[config.mk]
export PLATFORM = sky130hd
export DESIGN_NAME = tdm_demux_4ch
export DESIGN_NICKNAME = d
export VERILOG_FILES = /design/src/rtl/tdm_pkg.sv /design/src/rtl/tdm_slot_ctr.sv /design/src/rtl/tdm_demux_4ch.sv
export SDC_FILE = /design/constraint.sdc
export NUM_CORES = 1
export LEC_CHECK = 0
export BUFFER_PORTS_ARGS = -buffer_cell sky130_fd_sc_hd__buf_2
export CAP_MARGIN = 20
export CORE_AREA = 4 4 41 43
export CTS_BUF_LIST = sky130_fd_sc_hd__clkbuf_4
export DETAILED_ROUTE_END_ITERATION = 16
export DIE_AREA = 0 0 45 47
export PLACE_DENSITY = 0.73
export SKIP_CTS_REPAIR_TIMING = 1
export SLEW_MARGIN = 5
export SYNTH_ARGS = -nofsm -noshare
export SYNTH_HDL_FRONTEND = slang
export SYNTH_SLANG_ARGS = --single-unit
[constraint.sdc]
create_clock -name clk -period 1.6 [get_ports clk]
set_input_delay 0.08 -clock clk [delete_from_list [all_inputs] [get_ports clk]]
set_output_delay 0.08 -clock clk [all_outputs]
set_load 0.05 [all_outputs]
[src/rtl/tdm_pkg.sv]
// Shared definitions for the 4-channel TDM receive path.
package tdm_pkg;

    localparam int NUM_CH = 4;
    localparam int SLOT_W = 2;

    typedef enum logic {
        HUNT    = 1'b0,
        ALIGNED = 1'b1
    } state_t;

endpackage

[src/rtl/tdm_slot_ctr.sv]
// Slot position within a TDM frame: load-to-1 on a frame marker, step on each slot.
module tdm_slot_ctr
    import tdm_pkg::*;
(
    input  logic              clk,
    input  logic              rst,
    input  logic              load1,
    input  logic              inc,
    output logic [SLOT_W-1:0] slot,
    output logic              last
);

    logic [SLOT_W-1:0] cnt;

    always_ff @(posedge clk) begin
        if (rst) begin
            cnt <= '0;
        end else if (load1) begin
            cnt <= SLOT_W'(1);
        end else if (inc) begin
            cnt <= cnt + SLOT_W'(1);
        end
    end

    assign slot = cnt;
    assign last = (cnt == SLOT_W'(NUM_CH - 1));

endmodule

[src/rtl/tdm_demux_4ch.sv]
// Receive side of the 4-slot TDM link: frames a serial slot stream into four
// channel registers and flags framing violations.
//
//   state   | meaning
//   HUNT    | waiting for a valid sample carrying frame_sync
//   ALIGNED | tracking slots; slot counter gives the expected position
module tdm_demux_4ch
    import tdm_pkg::*;
#(
    parameter int WIDTH = 1
) (
    input  logic             clk,
    input  logic             rst,
    input  logic [WIDTH-1:0] din,
    input  logic             din_valid,
    input  logic             frame_sync,
    output logic [WIDTH-1:0] ch0,
    output logic [WIDTH-1:0] ch1,
    output logic [WIDTH-1:0] ch2,
    output logic [WIDTH-1:0] ch3,
    output logic             out_valid,
    output logic             sync_err,
    output logic             aligned
);

    state_t            state;
    state_t            state_nxt;
    logic [SLOT_W-1:0] slot;
    logic              last;
    logic              ctr_load1;
    logic              ctr_inc;
    logic              cap_slot0;
    logic              cap_slot;
    logic              frame_done;
    logic              err_nxt;
    logic [WIDTH-1:0]  shadow [NUM_CH-1];

    tdm_slot_ctr u_slot_ctr (
        .clk   (clk),
        .rst   (rst),
        .load1 (ctr_load1),
        .inc   (ctr_inc),
        .slot  (slot),
        .last  (last)
    );

    always_ff @(posedge clk) begin
        if (rst) begin
            state <= HUNT;
        end else begin
            state <= state_nxt;
        end
    end

    always_comb begin
        state_nxt  = state;
        ctr_load1  = 1'b0;
        ctr_inc    = 1'b0;
        cap_slot0  = 1'b0;
        cap_slot   = 1'b0;
        frame_done = 1'b0;
        err_nxt    = 1'b0;
        if (din_valid) begin
            unique case (state)
                HUNT: begin
                    if (frame_sync) begin
                        cap_slot0 = 1'b1;
                        ctr_load1 = 1'b1;
                        state_nxt = ALIGNED;
                    end
                end
                ALIGNED: begin
                    if (frame_sync) begin
                        // An early marker restarts the frame on this sample.
                        cap_slot0 = 1'b1;
                        ctr_load1 = 1'b1;
                        err_nxt   = (slot != '0);
                    end else if (slot == '0) begin
                        err_nxt   = 1'b1;
                        state_nxt = HUNT;
                    end else begin
                        cap_slot   = 1'b1;
                        ctr_inc    = 1'b1;
                        frame_done = last;
                    end
                end
                default: state_nxt = HUNT;
            endcase
        end
    end

    always_ff @(posedge clk) begin
        if (rst) begin
            for (int i = 0; i < NUM_CH - 1; i++) begin
                shadow[i] <= '0;
            end
            ch0       <= '0;
            ch1       <= '0;
            ch2       <= '0;
            ch3       <= '0;
            out_valid <= 1'b0;
            sync_err  <= 1'b0;
            aligned   <= 1'b0;
        end else begin
            out_valid <= frame_done;
            sync_err  <= err_nxt;
            aligned   <= (state_nxt == ALIGNED);
            if (cap_slot0) begin
                shadow[0] <= din;
            end
            if (cap_slot) begin
                case (slot)
                    SLOT_W'(1): shadow[1] <= din;
                    SLOT_W'(2): shadow[2] <= din;
                    default: ;
                endcase
            end
            // Slot 3 goes straight from din so the whole frame lands on one edge.
            if (frame_done) begin
                ch0 <= shadow[0];
                ch1 <= shadow[1];
                ch2 <= shadow[2];
                ch3 <= din;
            end
        end
    end

endmodule

==> impl_metrics.tcl <==
set metrics [dict create \
    cts_root_buf "clkbuf_4" \
    worst_setup_path_start_kind "flip-flop" \
    worstHoldPathType "in2reg" \
    dieArea_mm2 0.002115 \
    synth_cells 50 \
    cp-end-kind "flip-flop" \
    numCtsBuffers 3 \
    grt_max_degree 13 \
    fp.dieH_um 47 \
    die_width_um 45 \
    slew_headroom 0.7965 \
    drc 0 \
    timing.final.crit_share 0.9353 \
    rows 13 \
    grt_antenna_before_repair 0 \
    cpMaxStageDelayCell "dfxtp_1" \
    leakagePower_nw 0.3419 \
    hold_violations 0 \
    tightest_slew_ns 0.3036 \
    routabilityCongestion 0.7478 \
    cpPeakStageDelay_ns 0.33 \
    clockPowerShare 0.334 \
    peakVddDrop_uv 400.2 \
    detail_route.vias_per_cell 4.854 \
    arrival_ns 1.60 \
    yosysWarnings 0 \
    hold_path_depth 2 \
    n_fill_cell 121 \
    final_common_cell "buf_2" \
    fin_nets 79 \
    post-route-util 0.5106 \
    crit_required_ns 1.70 \
    grt_pass1_vias 374 \
    seqCellArea_um2 270.3 \
    cts_tree "done" \
    insertedDiodeCount 0 \
    crit_cells 7 \
    internal_power_mw 0.4316 \
    hpwl_um 730.8 \
    post_drt_wl_per_cell_um 11.43 \
    path_class "reg2reg" \
    drtAntennaViolNets 0 \
    yosys.area.top_type_share 0.3310 \
    period_needed_ns 1.496 \
    p_seq_frac 0.570 \
    setup_viol 0 \
    ys_seq_area_frac 0.4966 \
    layout-drive-gt1-share 0.2836 \
    skew_ns 0.001856 \
    tns_ns 0 \
    clock_latency_ns 0.27 \
    power.density_mw_per_mm2 856.9 \
    layout_common_cells "11 x buf_2, 9 x dfxtp_1, 6 x ha_1, 5 x mux2i_1, 5 x nor2_1" \
    swShare 0.2419 \
    coreArea_mm2 0.001301 \
    slew_violations 0 \
    ys_ff_latch 12 \
    route.vias.total 398 \
    grt_usage 0.1068 \
    yosysUniqueCellTypes 19 \
    cts_max_level 1 \
    area_delta_synth_final_pct 22.07 \
    fmax_mhz 668.2 \
    combPwrFrac 0.096 \
    overflow 0 \
    yosys-top-cells-area "dfxtp_1 33%, edfxtp_1 17%, ha_1 14%" \
    grt_pass1_wl_um 1531 \
    drtPass1Iterations 4 \
    synth_area_leader_cell "dfxtp_1" \
    cts_buffer_depth 2 \
    worstRegToRegCells 7 \
    routed_wl_um 937 \
    cp_max_fo 5 \
    cap_violations 0 \
    path_cells "inv_1, ha_1, inv_1, ha_1, and3_2, o21ai_1, a21oi_1" \
    syn_area_per_cell_um2 10.89 \
    rsz0062_at_grt "false" \
    synth_nets 61 \
    drt_iter0_drc 13 \
    io_buffers 11 \
    status "finished clean" \
    initial_utilization 0.4183 \
    syn_area_um2 544.3 \
    cts_sinks 12 \
    p_switching_mw 0.1377 \
    ios 12 \
    multi_input_area_um2 249.0 \
    critical_path.top_delay_family "adder cells" \
    crit_buf_inv 2 \
    clk_pin_slew_ns 0.07 \
]
-- registers in the layout (all words and copies together) (netlist names) --
signal	cells
u_slot_ctr.slot	2
ch1	1
sync_err	1
aligned	1
out_valid	1
shadow	3
ch0	1
ch3	1
ch2	1
-- Yosys cell counts, drive strengths merged --
cell type	n
nand4b	1
nand2b	2
o21ai	1
buf	1
dfxtp	9
a21o	2
a311oi	1
a21oi	3
nor3b	1
xnor2	1
nor2	5
clkbuf	1
and3	1
inv	4
edfxtp	3
nand2	2
mux2i	5
ha	6
nor4b	1
-- routing by layer --
metal | share of wire | vias up | GRT usage
met4 | 0.035 | 0 | 0.09357
met3 | 0.038 | 5 | 0.03448
li1 | - | 205 | -
met5 | 0 | - | 0
met2 | 0.49 | 11 | 0.1667
met1 | 0.44 | 177 | 0.1166
-- cells by family after synthesis --
family	Yosys count	synth area share
xor gates and xnor gates	1	0.01609
adders and majority gates	6	0.1379
AOI/OAI and AO/OA	7	0.08044
and+or+nand+nor	13	0.1288
DFF	12	0.4966
muxes	5	0.09196
buffers and inverters	6	0.04827
-- final cells by class --
| cell class | instances | area share |
|---|---|---|
| clock buffers | 3 | 0.03390 |
| repair buffers | 15 | 0.1281 |
| multi-input cells | 32 | 0.3748 |
| inverters | 4 | 0.02260 |
| well taps | 15 | 0.02825 |
| flip-flops and latches | 12 | 0.4068 |
| clock inverters | 1 | 0.005650 |
-- final timing paths --
check / slack (ns) / start / end
max: 0.10 / u_slot_ctr.slot[0] / shadow[0][1]
max reg2reg: 0.10 / u_slot_ctr.slot[0] / shadow[0][1]
min reg2reg: 0.48 / shadow[0][2] / ch2
min: 0.02 / frame_sync / out_valid
-- power by group through the flow --
| stage | Sequential, mW | Clock [mW] | Combinational, mW |
|---|---|---|---|
| finish | 0.324 | 0.190 | 0.0545 |
| global route | 0.326 | 0.213 | 0.0594 |
| CTS | 0.325 | 0.197 | 0.0542 |
| detailed placement | 0.331 | 0 | 0.0542 |
| global placement | 0.331 | 0 | 0.0516 |
| floorplan | 0.340 | 0 | 0.0251 |
-- stage by stage --
step | instances | instance area, um^2 | power, mW | setup slack (ns) | hold WS, ns
2_1_floorplan | 50 | 544.3 | 0.3652 | 0.1334 | 0.1567
3_3_place_gp | 78 | 636.9 | 0.3829 | 0.1517 | 0.3099
3_5_place_dp | 78 | 636.9 | 0.3857 | 0.09067 | 0.3088
4_1_cts | 82 | 663.1 | 0.5753 | 0.08075 | 0.01821
5_1_grt | 82 | 664.4 | 0.5979 | 0.009431 | 0.02460
6_report | 82 | 664.4 | 0.5693 | 0.1035 | 0.02056
(Power assumes the default switching activity.)
